[config.mk]
export PLATFORM = sky130hd
export DESIGN_NAME = mem_port_arbiter
export DESIGN_NICKNAME = d
export VERILOG_FILES = /design/src/rtl/mem_arb_pkg.sv /design/src/rtl/mem_port_arbiter_starve_ctr.sv /design/src/rtl/mem_port_arbiter.sv
export SDC_FILE = /design/constraint.sdc
export NUM_CORES = 1
export LEC_CHECK = 0
export CORE_UTILIZATION = 32
export DETAILED_ROUTE_END_ITERATION = 10
export PLACE_DENSITY = 0.78
export SYNTH_ARGS = -nofsm -noshare
export SYNTH_HDL_FRONTEND = slang
export SYNTH_SLANG_ARGS = --single-unit
[constraint.sdc]
create_clock -name CLK -period 1.7 [get_ports CLK]
set_input_delay 0.17 -clock CLK [delete_from_list [all_inputs] [get_ports CLK]]
set_output_delay 0.17 -clock CLK [all_outputs]
set_load 0.02 [all_outputs]
[src/rtl/mem_arb_pkg.sv]
// Shared types and helpers for the single-port memory arbiter.
// Optional statistics are enabled with MEM_ARB_STATS_EN (see mem_port_arbiter).
package mem_arb_pkg;

    typedef enum logic [1:0] {
        ARB_IDLE,
        ARB_RD_I,
        ARB_RD_D,
        ARB_RD_IO
    } arb_state_t;

    localparam logic [15:0] IO_BASE = 16'hFFF0;

    // Byte address falls inside the RAM window when every bit above the word index is zero.
    function automatic logic in_ram(input logic [31:0] addr, input int unsigned abits);
        return (addr >> (abits + 1)) == '0;
    endfunction

endpackage

[src/rtl/mem_port_arbiter_starve_ctr.sv]
// Saturating fetch-starvation counter with synchronous clear and limit flag.
// Part of mem_port_arbiter (MEM_ARB_STATS_EN does not affect this block).
module arb_starve_ctr #(
    parameter int unsigned LIMIT = 3,
    parameter int unsigned WIDTH = 4
) (
    input  logic             clk,
    input  logic             rst_n,
    input  logic             clr,
    input  logic             inc,
    output logic [WIDTH-1:0] cnt,
    output logic             at_limit
);
    import mem_arb_pkg::*;

    assign at_limit = (cnt == WIDTH'(LIMIT));

    always_ff @(posedge clk or negedge rst_n) begin
        if (!rst_n) begin
            cnt <= '0;
        end else if (clr) begin
            cnt <= '0;
        end else if (inc && !at_limit) begin
            cnt <= cnt + WIDTH'(1);
        end
    end

endmodule

[src/rtl/mem_port_arbiter.sv]
// Shares one single-port synchronous RAM between instruction fetch and the data stage.
// Define MEM_ARB_STATS_EN to add the FSTALLCNT / DCONFCNT statistics outputs.
module mem_port_arbiter #(
    parameter int unsigned DBITS      = 16,
    parameter int unsigned ABITS      = 12,
    parameter int unsigned STARVE_MAX = 3
) (
    input  logic             CLK,
    input  logic             RESET_N,
    input  logic             IREQ,
    input  logic [DBITS-1:0] IADDR,
    output logic             IGNT,
    output logic             IVALID,
    output logic [DBITS-1:0] IRDATA,
    input  logic             DREQ,
    input  logic             DWE,
    input  logic [DBITS-1:0] DADDR,
    input  logic [DBITS-1:0] DDIN,
    output logic             DGNT,
    output logic             DVALID,
    output logic [DBITS-1:0] DRDATA,
    output logic             DIO,
    input  logic [DBITS-1:0] IORDATA,
    output logic [ABITS-1:0] MADDR,
    output logic             MWE,
    output logic [DBITS-1:0] MDIN,
    input  logic [DBITS-1:0] MDOUT,
    output logic             FSTALL
`ifdef MEM_ARB_STATS_EN
   ,output logic [15:0]      FSTALLCNT,
    output logic [15:0]      DCONFCNT
`endif
);
    import mem_arb_pkg::*;

    logic             d_in_ram;
    logic             d_ram_req;
    logic             d_io_req;
    logic             starve_hit;
    logic             ignt;
    logic             dgnt_ram;
    logic             io_load;
    logic [3:0]       starve;
    logic [ABITS-1:0] maddr_c;
    logic [ABITS-1:0] maddr_q;
    logic [DBITS-1:0] io_q;
    logic             fetch_also_q;
    logic             unused_iaddr;
    arb_state_t       state;
    arb_state_t       state_next;

    assign unused_iaddr = ^{IADDR[DBITS-1:ABITS+1], IADDR[0]};

    // Every combinational output is gated by RESET_N so reset forces them low immediately.
    assign d_in_ram  = in_ram(32'(DADDR), ABITS);
    assign d_ram_req = RESET_N & DREQ & d_in_ram;
    assign d_io_req  = RESET_N & DREQ & ~d_in_ram;
    assign dgnt_ram  = d_ram_req & ~starve_hit;
    assign ignt      = RESET_N & IREQ & (~d_ram_req | starve_hit);
    assign io_load   = d_io_req & ~DWE;

    assign IGNT   = ignt;
    assign DGNT   = dgnt_ram | d_io_req;
    assign DIO    = d_io_req;
    assign FSTALL = RESET_N & IREQ & ~ignt;

    always_comb begin
        maddr_c = maddr_q;
        if (ignt) begin
            maddr_c = IADDR[ABITS:1];
        end else if (dgnt_ram) begin
            maddr_c = DADDR[ABITS:1];
        end
    end

    assign MADDR = maddr_c;
    assign MWE   = dgnt_ram & DWE;
    assign MDIN  = (dgnt_ram & DWE) ? DDIN : '0;

    arb_starve_ctr #(
        .LIMIT (STARVE_MAX),
        .WIDTH (4)
    ) u_starve (
        .clk      (CLK),
        .rst_n    (RESET_N),
        .clr      (ignt | ~IREQ),
        .inc      (dgnt_ram & IREQ),
        .cnt      (starve),
        .at_limit (starve_hit)
    );

    always_ff @(posedge CLK or negedge RESET_N) begin
        if (!RESET_N) begin
            maddr_q      <= '0;
            io_q         <= '0;
            fetch_also_q <= 1'b0;
        end else begin
            maddr_q      <= maddr_c;
            fetch_also_q <= io_load & ignt;
            if (io_load) begin
                io_q <= IORDATA;
            end
        end
    end

    always_ff @(posedge CLK or negedge RESET_N) begin
        if (!RESET_N) begin
            state <= ARB_IDLE;
        end else begin
            state <= state_next;
        end
    end

    // An I/O load granted alongside a fetch goes to RD_IO; fetch_also_q carries the fetch return.
    always_comb begin
        state_next = ARB_IDLE;
        if (io_load) begin
            state_next = ARB_RD_IO;
        end else if (ignt) begin
            state_next = ARB_RD_I;
        end else if (dgnt_ram && !DWE) begin
            state_next = ARB_RD_D;
        end
    end

    always_comb begin
        IVALID = 1'b0;
        IRDATA = '0;
        DVALID = 1'b0;
        DRDATA = '0;
        unique case (state)
            ARB_RD_I: begin
                IVALID = 1'b1;
                IRDATA = MDOUT;
            end
            ARB_RD_D: begin
                DVALID = 1'b1;
                DRDATA = MDOUT;
            end
            ARB_RD_IO: begin
                DVALID = 1'b1;
                DRDATA = io_q;
                if (fetch_also_q) begin
                    IVALID = 1'b1;
                    IRDATA = MDOUT;
                end
            end
            default: begin
                IVALID = 1'b0;
            end
        endcase
    end

`ifdef MEM_ARB_STATS_EN
    always_ff @(posedge CLK or negedge RESET_N) begin
        if (!RESET_N) begin
            FSTALLCNT <= '0;
            DCONFCNT  <= '0;
        end else begin
            if (FSTALL && FSTALLCNT != '1) begin
                FSTALLCNT <= FSTALLCNT + 16'd1;
            end
            if (d_ram_req && starve_hit && DCONFCNT != '1) begin
                DCONFCNT <= DCONFCNT + 16'd1;
            end
        end
    end
`endif

endmodule

# Word-level counts from Yosys, hierarchy flattened
# Cells that the tools add are included.
[totals]
reg_bits = 35
input_bits = 85
out_inout_bits = 67
elab_cells = 51
[op_classes]
add_sub_neg = 1
eq_ne = 4
mux = 14
n_bitwise = 20
n_reduce_logical = 7
[ops]
columns = ["cell", "n"]
rows = [
  ["16-bit case mux with 2 select lines", 2],
  ["32-bit logical NOT", 1],
  ["16-bit 2-to-1 mux", 2],
  ["12-bit 2-to-1 mux", 2],
  ["1-bit bitwise AND", 11],
  ["4-bit 2-to-1 mux", 2],
  ["2-bit 2-to-1 mux", 3],
  ["1-bit inverter", 6],
  ["4-bit by 1-bit adder with 4-bit output (second input constant)", 1],
  ["2-bit == test (second input constant)", 2],
  ["4-bit by 2-bit == test with 1-bit output (second input constant)", 1],
  ["1-bit OR", 3],
  ["2-bit by 1-bit == test with 1-bit output (second input constant)", 1],
  ["1-bit logical AND", 2],
  ["1-bit logical NOT", 2],
  ["1-bit 2-to-1 mux", 2],
  ["1-bit case mux with 2 select lines", 1],
  ["2-bit nonzero test", 1],
  ["2-bit OR reduction", 1],
]

# Longest topological paths before layout
# Gate-level depths: netlist (run 1).
[depth]
ltp_word = 7
ltp_mapped = 6
mapped_depth_nobuf = 4

# Hierarchy
# From an unflattened synthesis (run 1), not the netlist that was laid out.
[hier_totals]
hier_cells = 185
hier_area_um2 = 2110.8
[by_module_without_submodules]
columns = ["module", "n_inst", "cells_per_inst", "area_per_inst_um2", "seq_area_each_um2"]
rows = [
  ["mem_port_arbiter", 1, 165, 1889.3, 775.7],
  ["arb_starve_ctr", 1, 20, 221.5, 100.1],
]

# Least setup slack after synthesis (run 1)
# OpenSTA, ideal clock, no wires.
[synth_timing]
kind = "register -> output"
from = "reg u_starve.cnt[0]"
to = "out MADDR[10]"
arrival_time_ps = 1675
required_time_ps = 1530
slack_ps = -145
path_stages_with_launch = 7
n_path_buf = 2
cell_sequence = "dfrtp_1 > ha_1 > or3b_1 > and4_4 > buf_6 > buf_12 > mux2_4"
[synth_via]
elab_chain_cells = 5
word_cells_on_any_way = 7
classes_between = "eq/ne (1); mux (2); bitwise (4)"
[synth_lines]
columns = ["element", "line", "rtl"]
rows = [
  ["start: declaration", "mem_port_arbiter_starve_ctr.sv:11", "output logic [WIDTH-1:0] cnt,"],
  ["start signal: assignment", "mem_port_arbiter_starve_ctr.sv:24", "cnt <= cnt + WIDTH'(1);"],
  ["4-bit by 2-bit == test with 1-bit output (*)", "mem_port_arbiter_starve_ctr.sv:16", "assign at_limit = (cnt == WIDTH'(LIMIT));"],
  ["1-bit inverter", "mem_port_arbiter.sv:58", "assign dgnt_ram = d_ram_req & ~starve_hit;"],
  ["1-bit bitwise AND", "mem_port_arbiter.sv:58", ""],
  ["12-bit 2-to-1 mux", "mem_port_arbiter.sv:71", "end else if (dgnt_ram) begin"],
  ["12-bit 2-to-1 mux (*)", "mem_port_arbiter.sv:69", "if (ignt) begin"],
  ["end: declaration", "mem_port_arbiter.sv:24", "output logic [ABITS-1:0] MADDR,"],
]
# Every way passes the cells marked *; elsewhere a longest branch is shown, timed or not.

# Worst setup path after layout (run 1)
[layout_timing]
from = "reg u_starve.cnt[0]"
to = "out MADDR[9]"
# The elaborated chain is that of the path after synthesis.

==> metrics.md, run 1 <==
| Metric | Value |
|---|---|
| Pin count of the biggest net entering global routing | 22 |
| Number of enable-type register cells in the synthesized netlist | 0 |
| Leakage Power | 1.90 nW |
| Quantity of I/O buffers inserted on ports | 146 |
| Wire length reported by the detailed router | 6400 um |
| Clock-pin slew on the worst setup and hold paths | 80 ps |
| Number of cells on the worst reg-to-reg path | 7 |
| Crit path capture type | output port |
| Placed insts | 424 |
| Worst min path class | input pin to async pin |
| FF+latch count, synth | 35 |
| Critical path origin | u_starve.cnt[0]$_DFFE_PN0P_ |
| Highest clock rate | 0.455 GHz |
| Nets@finish | 450 |
| Effective utilization at floorplan | 33.4% |
| Worst setup path end | MADDR[9] |
| Final min period | 2200 ps |
| Detail Route Antenna Nets | 0 |
| Cell with the most instances after synthesis | dfrtp_1 |
| Width of the die | 83.7 um |
| Max clock buf depth | 2 |
| Power density relative to cell area | 635 mW/mm2 |
| Routed via count | 2085 |
| Syn nets | 274 |
| Number of placement rows | 29 |
| Final worst setup slack | -497 ps |
| Distinct cells, synth | 32 |
| Capturing point of the worst reg2reg path | u_starve.cnt[1]$_DFFE_PN0P_ |
| Slowest stage cell on the critical path | or3b_4 |
| Number of antenna cells inserted | 0 |
| Critical Path Max Stage Delay | 380 ps |
| Sum of net half-perimeters after detailed placement | 4770 um |
| Setup Skew | 9.80 ps |
| Register-to-register path setup slack | -150 ps |
| Cell Area, Synth | 0.00214 mm2 |
| Average detailed-routed wire length per instance | 14.5 um |
| Post-synth top cells | 35 x dfrtp_1, 32 x mux2_2, 19 x nor2b_1, 18 x and2_1, 17 x mux2i_1 |
| Remaining routing DRC violations | 0 |
| Synth area leader | dfrtp_1 |
| Top cells by area in the synthesized netlist | dfrtp_1 41%, mux2_2 17%, mux2i_1 8.0% |
| Remaining Overflow, GRT | 0 |
| Clock latency at the later pin of the worst-skew pair | 290 ps |
| Ratio of cells with drive above 1 in the final layout | 44.4% |
| Length of the first detailed-routing pass in iterations | 3 |
| Pins Over Slew Limit | 0 |
| Cell at the root of the clock tree | clkbuf_8 |
| Failing checks | setup timing |
| Total Die Area | 0.00700 mm2 |
| Number of global-route vias before repair | 2094 |
| Sequential cell area fraction in the yosys report | 41.0% |
| Cell-by-cell listing of the critical path | ha_2, or3b_4, and4_4, buf_12, mux2_4, buf_6 |
| Crit path launch type | register |
| Share of Yosys cell area claimed by the top area cell type | 41.0% |
| Worst max-slew margin expressed relative to the limit | 80.4% |
| Number of antenna violations at the first check in global routing | 0 |
| Number of buffers inserted during clock tree synthesis | 5 |
| Routability cong. | 0.732 |
| FFs w/ async S/R, synth | 100% |
| Global routing usage summed across all routing layers | 18.4% |
| First-pass GRT wire length | 10300 um |
| Maximum fanout count along the critical path | 8 |
| RSZ-0062 raised after global routing | true |
| Via count normalized by instance count | 4.72 |
| Layout-stage area growth over the synthesis result | 90.4% |
| Type of the worst setup path | register to output port |
| Level count of the clock H-tree | 2 |
| Placement Setup Slack | -623 ps |
| Average cell area after synthesis | 11.4 um2 |
| Transition time at the pin with the least slew margin | 293 ps |
| I/O pins | 152 |
| Post-route fraction of the period consumed by the critical path | 129% |
| Cell count after synthesis | 188 |
| Clk sink count | 35 |
| Number of hold-slack violations in the final timing report | 0 |
| Die Height | 83.7 um |
| CP required | 1530 ps |
| Post-synth top flop | dfrtp_1 |
| Outcome | finished, violations left |
| Non-filler cells, final | 442 |
| Start of the worst register-to-register path | u_starve.cnt[0]$_DFFE_PN0P_ |
| YS warnings | 0 |
| Number of maximum-capacitance constraint violations | 0 |
| Worst vdd ir | 0.453 mV |
| Data arrival at the endpoint of the critical path | 2030 ps |
| Core area | 0.00639 mm2 |
| Clock tree from TritonCTS | yes |
| First DRT Iteration DRCs | 24 |
| Number of endpoints failing setup at the final stage | 47 |
==> metal layers <==
metal / share of wire [%] / vias to the layer above / GRT usage (%)
met5: 0 / - / 0
met4: 1.3 / 0 / 5.08
met3: 8.3 / 7 / 5.04
met2: 51 / 93 / 33.3
met1: 39 / 972 / 21.1
li1: - / 1013 / -
==> per-stage QoR <==
stage | power (mW) | utilization [%] | hold WS (ps) | instance area (um2) | setup TNS, ps
global route | 2.72 | 63.7 | 162 | 4070 | -17120
floorplan | 1.48 | - | -126 | 2240 | -2420
finish | 2.58 | 63.7 | 144 | 4070 | -14030
CTS | 2.60 | 63.2 | 465 | 4040 | -19110
global placement | 1.97 | 62.0 | 207 | 3960 | -21470
detailed placement | 1.99 | 62.0 | 219 | 3960 | -21980
==> cell families (layout without fill, tap and decap cells) <==
logic type                 count (synthesis)  after routing  share of synthesized area [%]
buffers and inverters                     17            194                           4.51
AOI/OAI and AO/OA                          9              9                           3.40
DFF                                       35             35                           41.0
adders and majority gates                  1              1                          0.586
muxes                                     57             57                           30.5
and+or+nand+nor                           69             69                           20.0
==> how the worst min path moves through the flow <==
stage	start	endpoint	slack, ps	cells after the start
after CTS	RESET_N	maddr_q[1]$_DFF_PN0_	460	3
after detailed placement	RESET_N	u_starve.cnt[1]$_DFFE_PN0P_	220	2
after global routing	RESET_N	u_starve.cnt[2]$_DFFE_PN0P_	160	3
final	RESET_N	u_starve.cnt[2]$_DFFE_PN0P_	140	3
after global placement	RESET_N	u_starve.cnt[1]$_DFFE_PN0P_	210	2
after floorplan	RESET_N	fetch_also_q$_DFF_PN0_	-130	0
==> placed cells by master, fill, tap and decap left out, drive strengths merged, types with 5 or more instances in the layout <==
master          n
nand2           5
dlygate4sd2    16
mux2           40
and3           16
and2           18
mux2i          17
clkdlybuf4s50  79
dfrtp          35
clkdlybuf4s15   5
nor2b          19
buf            66
clkbuf         22
==> state kept, by name (all words and copies together) (netlist names) <==
name / cells
fetch_also_q: 1
state: 2
maddr_q: 12
io_q: 16
u_starve.cnt: 4
==> timing repair <==
item | in CTS | in global routing
hold buffers | 1 | 0
buffers inserted | 6 | 4
cloned | 0 | 0
hold endpoints to repair | 35 | 0
resized for setup | 199 | 47
pin swaps | 5 | 2
endpoints found under the setup margin | 77 | 81
==> where the power goes <==
part           internal (mW)  switching, mW  total [mW]
registers              0.962         0.0559        1.02
clock network          0.286          0.305       0.591
logic                  0.584          0.389       0.973
==> worst max-delay path, delay by kind of cell, from the launching register on <==
family        cells  cell delay [ps]
flops             1              370
mux               1              310
fa+ha+maj         1              190
simple gates      2              590
buf+inv           2              280
==> cell type report <==
cell class | count | area, um2
Sequential cell | 35 | 876
Timing Repair Buffer | 183 | 1690
Fill cell | 553 | 2320
Clock inverter | 2 | 12.5
Multi-Input combinational cell | 136 | 1310
Clock buffer | 6 | 72.6
Inverter | 3 | 11.3
Tap cell | 77 | 96.3
(Power assumes the default switching activity.)
==> run 2, diff against run 1 <==
--- a/config.mk
+++ b/config.mk
@@ -6,7 +6,9 @@
 export NUM_CORES = 1
 export LEC_CHECK = 0
+export CORE_MARGIN = 10
 export CORE_UTILIZATION = 32
 export DETAILED_ROUTE_END_ITERATION = 10
 export PLACE_DENSITY = 0.78
+export SKIP_LAST_GASP = 1
 export SYNTH_ARGS = -nofsm -noshare
 export SYNTH_HDL_FRONTEND = slang
==> constraint.sdc (replaced) <==
create_clock -name CLK -period 1.7 [get_ports CLK]
set_input_delay 0.17 -clock CLK [delete_from_list [all_inputs] [get_ports CLK]]
set_output_delay 0.17 -clock CLK [all_outputs]
set_load 0.01 [all_outputs]
==> run 2 against run 1 <==
Net effect: the flow still finishes with violations (setup timing); fmax is 1.2% lower; sequential power hardly changed; register-to-register slack better by 120 ps; non-clock buffer count is 5 higher; sequential share of layout area is 0.053 points lower; wire length is 21% higher; combinational power is 10% lower; final area is 0.25% higher; die area is 48% higher; first-iteration DRC count is 25% higher; critical endpoint is now MADDR[6].
==> metrics.md, run 2 (synthesis gave the netlist of run 1 again) <==
| Metric | Value |
|---|---|
| Placed insts | 426 |
| First-pass GRT wire length | 11700 um |
| Global routing usage summed across all routing layers | 14.2% |
| Hold WS | 189 ps |
| Pin count of the biggest net entering global routing | 41 |
| Number of endpoints failing setup at the final stage | 42 |
| Final worst setup slack | -524 ps |
| Level count of the clock H-tree | 2 |
| Die Height | 102 um |
| Cell at the root of the clock tree | clkbuf_8 |
| Worst min path class | input pin to async pin |
| Transition time at the pin with the least slew margin | 495 ps |
| Clock latency at the later pin of the worst-skew pair | 290 ps |
| Total Negative Setup Slacks | -14290 ps |
| Clk sink count | 35 |
| Length of the first detailed-routing pass in iterations | 3 |
| Clock-pin slew on the worst setup and hold paths | 80 ps |
| Crit path capture type | output port |
| Slowest stage cell on the critical path | or3b_4 |
| Number of global-route vias before repair | 2269 |
| Cell-by-cell listing of the critical path | ha_2, or3b_4, and4_4, buf_12, mux2_4, buf_2 |
| Non-Filler Cell Area, Final | 0.00408 mm2 |
| Quantity of I/O buffers inserted on ports | 146 |
| Effective utilization at floorplan | 33.3% |
| Layout-stage area growth over the synthesis result | 90.9% |
| Largest regs | io_q x16, maddr_q x12, u_starve.cnt x4 |
| Number of cells on the worst reg-to-reg path | 5 |
| Crit path launch type | register |
| Number of maximum-capacitance constraint violations | 0 |
| Power density relative to cell area | 611 mW/mm2 |
| Number of filler instances in the final layout | 547 |
| Ratio of cells with drive above 1 in the final layout | 44.6% |
| Remaining Overflow, GRT | 0 |
| First DRT Iteration DRCs | 30 |
| Number of placement rows | 29 |
| Critical Path Max Stage Delay | 380 ps |
| Routability cong. | 0.753 |
| Total placed instance area | 0.00398 mm2 |
| Most common cell after layout, fill and taps aside | clkdlybuf4s50_1 |
| Wire length reported by the detailed router | 7740 um |
| Total Die Area | 0.0103 mm2 |
| Post-route fraction of the period consumed by the critical path | 131% |
| Max clock buf depth | 2 |
| Average detailed-routed wire length per instance | 17.3 um |
| Core area | 0.00642 mm2 |
| Non-filler cells, final | 447 |
| Number of hold-slack violations in the final timing report | 0 |
| Outcome | finished, violations left |
| Number of antenna violations at the first check in global routing | 0 |
| Commonest non-fill, non-tap cells in the layout | 79 x clkdlybuf4s50_1, 35 x dfrtp_1, 31 x mux2_2 |
| RSZ-0062 raised after global routing | true |
| Width of the die | 102 um |
| Leakage Power | 1.92 nW |
| Highest clock rate | 0.450 GHz |
| Via count normalized by instance count | 4.69 |
| Nets@finish | 455 |
| Setup Skew | 6.85 ps |
| Sum of net half-perimeters after detailed placement | 5980 um |
| Failing checks | setup timing |
| Maximum fanout count along the critical path | 12 |
| Pins Over Slew Limit | 0 |
| Remaining routing DRC violations | 0 |
| Biggest register | io_q |
| Worst max-slew margin expressed relative to the limit | 67.0% |
| Number of buffers inserted during clock tree synthesis | 5 |
| Worst vdd ir | 0.411 mV |
| Final min period | 2220 ps |
| Number of antenna cells inserted | 0 |
| CP required | 1530 ps |
| Total power | 2.49 mW |
| Flip-flop count of the largest register after layout | 16 |
| I/O pins | 152 |
| Detail Route Antenna Nets | 0 |
| Data arrival at the endpoint of the critical path | 2050 ps |
| Clock tree from TritonCTS | yes |
| Routed via count | 2096 |
| Type of the worst setup path | register to output port |
==> run 2: changes by cell type in the layout (fill, tap and decap cells not counted), moves of 2 or more <==
| cell | previous run | this run |
|---|---|---|
| dlygate4sd2_1 | 16 | 22 |
| mux2_4 | 11 | 9 |
| mux2i_2 | 1 | 3 |
| buf_4 | 23 | 30 |
| mux2_2 | 29 | 31 |
| clkbuf_2 | 16 | 14 |
| clkdlybuf4s15_2 | 3 | 1 |
| buf_6 | 24 | 10 |
| buf_2 | 14 | 22 |
| buf_12 | 5 | 8 |
| mux2i_1 | 16 | 14 |
==> run 2: what timing repair did <==
item                       CTS  global route
pin swaps                    1             1
hold buffers                 0             0
buffers inserted             4             7
resized for setup          156            52
setup endpoints to repair   74            59
cloned                       1             1
==> run 2: layout make-up <==
class / count / area (um2) / area share (%)
inverter: 3 / 11.3 / 0.276
clock buffer: 6 / 72.6 / 1.78
clock inverter: 2 / 12.5 / 0.307
tap: 77 / 96.3 / 2.36
multi-input combinational: 136 / 1300 / 31.9
timing repair buffer: 188 / 1710 / 41.9
sequential: 35 / 876 / 21.5
==> run 2: final timing paths <==
path / start / endpoint / slack (ps)
worst max-delay path: u_starve.cnt[0]$_DFFE_PN0P_ / MADDR[6] / -520
min in group CLK: RESET_N / state[1]$_DFF_PN0_ / 440
worst max register to register: u_starve.cnt[0]$_DFFE_PN0P_ / maddr_q[6]$_DFF_PN0_ / -30
worst min register to register: io_q[10]$_DFFE_PN0P_ / io_q[10]$_DFFE_PN0P_ / 510
max in group asynchronous: RESET_N / fetch_also_q$_DFF_PN0_ / 1160
worst min-delay path: RESET_N / u_starve.cnt[3]$_DFFE_PN0P_ / 190
==> run 2: metal layers <==
layer  GRT usage, %  vias to the layer above  part of all wire [%]
li1               -                     1026                     -
met1           14.8                      979                    38
met2           25.8                       85                    51
met3           6.81                        6                    11
met4           2.31                        0                  0.57
met5              0                        -                     0
==> run 2: worst max-delay path: cells and delay by family, from the launching register on <==
family / cells / cell delay [ps]
AND/OR/NAND/NOR: 2 / 600
flip-flops: 1 / 370
buffers and inverters: 2 / 300
multiplexers: 1 / 300
adder cells (fa/ha/maj): 1 / 190
==> run 2: per-stage QoR <==
step | utilization [%] | setup slack [ps]
5_1_grt | 63.5 | -575
2_1_floorplan | - | -111
3_3_place_gp | 62.0 | -536
3_5_place_dp | 62.0 | -593
4_1_cts | 63.5 | -523
6_report | 63.5 | -524
==> run 2: power breakdown <==
group          total (mW)  switching, mW  internal [mW]
registers            1.02         0.0577          0.961
clock network       0.601          0.315          0.287
logic               0.871          0.315          0.556
total                2.49          0.688           1.80
==> run 3, diff against run 2 <==
CORE_MARGIN = 2   (was 10)
PLACE_DENSITY = 0.76   (was 0.78)
==> run 3 against run 2 <==
Net effect: the run still ends with setup timing left; fmax decreased by 3.1%; final area increased by 5.9%; non-clock buffer count increased by 11; flip-flop and latch count unchanged; critical path type unchanged; critical endpoint is now MADDR[8]; largest power group unchanged; highest routed layer unchanged.
==> metrics.md, run 3 (synthesis gave the netlist of run 1 again) <==
| Metric | Value |
|---|---|
| Pin count of the biggest net entering global routing | 18 |
| Clock tree from TritonCTS | yes |
| Placed insts | 428 |
| Transition time at the pin with the least slew margin | 243 ps |
| Cell-by-cell listing of the critical path | ha_2, or3b_4, and4_4, buf_12, mux2_4, clkdlybuf4s15_2 |
| Largest regs | io_q x16, maddr_q x12, u_starve.cnt x4 |
| Layout-stage area growth over the synthesis result | 102% |
| Crit path launch type | register |
| Post-route fraction of the period consumed by the critical path | 135% |
| Worst min path class | input pin to async pin |
| Number of endpoints failing setup at the final stage | 45 |
| Flip-flop count of the largest register after layout | 16 |
| Number of maximum-capacitance constraint violations | 0 |
| P_int | 1.83 mW |
| Detail Route Antenna Nets | 0 |
| Placement Setup Slack | -570 ps |
| Critical Path Max Stage Delay | 390 ps |
| Via count normalized by instance count | 4.72 |
| Pins Over Slew Limit | 0 |
| Wire length reported by the detailed router | 6850 um |
| Ratio of cells with drive above 1 in the final layout | 43.6% |
| First DRT Iteration DRCs | 21 |
| Number of hold-slack violations in the final timing report | 0 |
| Total power | 2.49 mW |
| Failing checks | setup timing |
| Start of the worst register-to-register path | u_starve.cnt[0]$_DFFE_PN0P_ |
| I/O pins | 152 |
| Non-filler cells, final | 458 |
| Commonest non-fill, non-tap cells in the layout | 78 x clkdlybuf4s50_1, 35 x dfrtp_1, 34 x buf_6 |
| First-pass GRT wire length | 10400 um |
| Number of antenna cells inserted | 0 |
| Maximum fanout count along the critical path | 11 |
| Cell at the root of the clock tree | clkbuf_8 |
| Non-Filler Cell Area, Final | 0.00432 mm2 |
| Level count of the clock H-tree | 2 |
| Routability cong. | 0.790 |
| Most common cell after layout, fill and taps aside | clkdlybuf4s50_1 |
| Remaining routing DRC violations | 0 |
| Die Height | 85.7 um |
| Biggest register | io_q |
| Net Switching | 0.661 mW |
| Nets@finish | 466 |
| Effective utilization at floorplan | 33.4% |
| Largest delay share family, worst path | simple AND/OR/NAND/NOR gates |
| Remaining Overflow, GRT | 0 |
| Quantity of I/O buffers inserted on ports | 146 |
| Worst vdd ir | 0.451 mV |
| Number of global-route vias before repair | 2134 |
| Max clock buf depth | 2 |
| Worst max-slew margin expressed relative to the limit | 83.6% |
| Routed via count | 2163 |
| Number of cells on the worst reg-to-reg path | 6 |
| Net switching fraction of the power | 26.5% |
| Length of the first detailed-routing pass in iterations | 4 |
| Fraction of power consumed by sequential logic | 40.6% |
| Average detailed-routed wire length per instance | 15.0 um |
| Clock-pin slew on the worst setup and hold paths | 70 ps |
| Final min period | 2290 ps |
| Setup Skew | 3.29 ps |
| Number of buffers inserted during clock tree synthesis | 5 |
| Register-to-register path setup slack | -120 ps |
| Global routing usage summed across all routing layers | 17.9% |
| Total placed instance area | 0.00396 mm2 |
| Clk sink count | 35 |
| RSZ-0062 raised after global routing | true |
| CP required | 1530 ps |
| Total Die Area | 0.00734 mm2 |
| End-of-flow core utilization | 67.6% |
| Highest clock rate | 0.436 GHz |
| Clk pwr share | 23.2% |
| Width of the die | 85.7 um |
| Core area | 0.00639 mm2 |
| Sum of net half-perimeters after detailed placement | 4910 um |
| Data arrival at the endpoint of the critical path | 2120 ps |
| Outcome | finished, violations left |
| Comb pwr share | 36.2% |
| Leakage Power | 2.02 nW |
| Slowest stage cell on the critical path | or3b_4 |
| Capturing point of the worst reg2reg path | maddr_q[0]$_DFF_PN0_ |
| Crit path capture type | output port |
| Final worst setup slack | -594 ps |
| Clock latency at the later pin of the worst-skew pair | 290 ps |
| Power density relative to cell area | 578 mW/mm2 |
| Number of antenna violations at the first check in global routing | 0 |
| Number of placement rows | 29 |
| CP bufs+invs | 2 |
| Type of the worst setup path | register to output port |
==> run 3: cell types whose count changed in the layout (fill, tap and decap cells not counted), sizes merged <==
cell	before	now
dlymetal6s4s	0	1
clkbuf	21	13
buf	70	81
dlygate4sd2	22	25
clkinvlp	1	0
clkdlybuf4s50	79	78
clkdlybuf4s15	2	8
==> run 3: timing repair <==
item                                    4_1_cts  5_1_grt
hold endpoints to repair                     35        0
endpoints found under the setup margin       92       77
gates cloned                                  2        1
buffers inserted                             11        8
gates resized for setup                     190       40
pin swaps                                     3       10
hold buffers                                  1        0
==> run 3: worst max path at each step <==
stage	start	end	slack, ps	cells past startpoint
floorplan	u_starve.cnt[0]$_DFFE_PN0P_	MADDR[10]	-110	6
global placement	u_starve.cnt[0]$_DFFE_PN0P_	MADDR[4]	-540	6
detailed placement	DADDR[14]	MADDR[11]	-570	6
CTS	u_starve.cnt[1]$_DFFE_PN0P_	MDIN[8]	-620	7
global route	u_starve.cnt[0]$_DFFE_PN0P_	MADDR[8]	-670	6
finish	u_starve.cnt[0]$_DFFE_PN0P_	MADDR[8]	-590	6
==> run 3: final cells by class <==
cell class	count	area, um2
inverter	3	11.3
tap	77	96.3
fill	534	2070
clock inverter	1	5.00
timing repair buffer	199	1940
sequential	35	876
multi-input combinational	136	1310
clock buffer	7	76.3
==> run 3: power by group through the flow <==
stage / logic, mW / registers, mW / clock network [mW]
floorplan: 0.388 / 1.01 / 0
global placement: 0.869 / 1.02 / 0
detailed placement: 0.881 / 1.03 / 0
CTS: 0.867 / 1.01 / 0.602
global route: 0.971 / 1.03 / 0.647
finish: 0.902 / 1.01 / 0.579
==> run 3: metal layers <==
| layer | global-route usage, % | part of all wire [%] |
|---|---|---|
| met1 | 20.5 | 38 |
| met2 | 33.0 | 53 |
| met3 | 5.29 | 7.8 |
| met4 | 3.90 | 0.98 |
| met5 | 0 | 0 |
==> run 3: through the flow <==
| stage | hold slack [ps] | setup TNS, ps |
|---|---|---|
| 6_report | 193 | -16300 |
| 3_3_place_gp | 201 | -23700 |
| 5_1_grt | 213 | -19920 |
| 3_5_place_dp | 202 | -25270 |
| 4_1_cts | 451 | -22550 |
| 2_1_floorplan | -126 | -1750 |
==> run 3: worst register-to-register path, delay by kind of cell, from the launching register on <==
family	cells	cell delay, ps
flops	1	360
buf+inv	2	250
mux	1	300
simple gates	2	610
fa+ha+maj	1	190
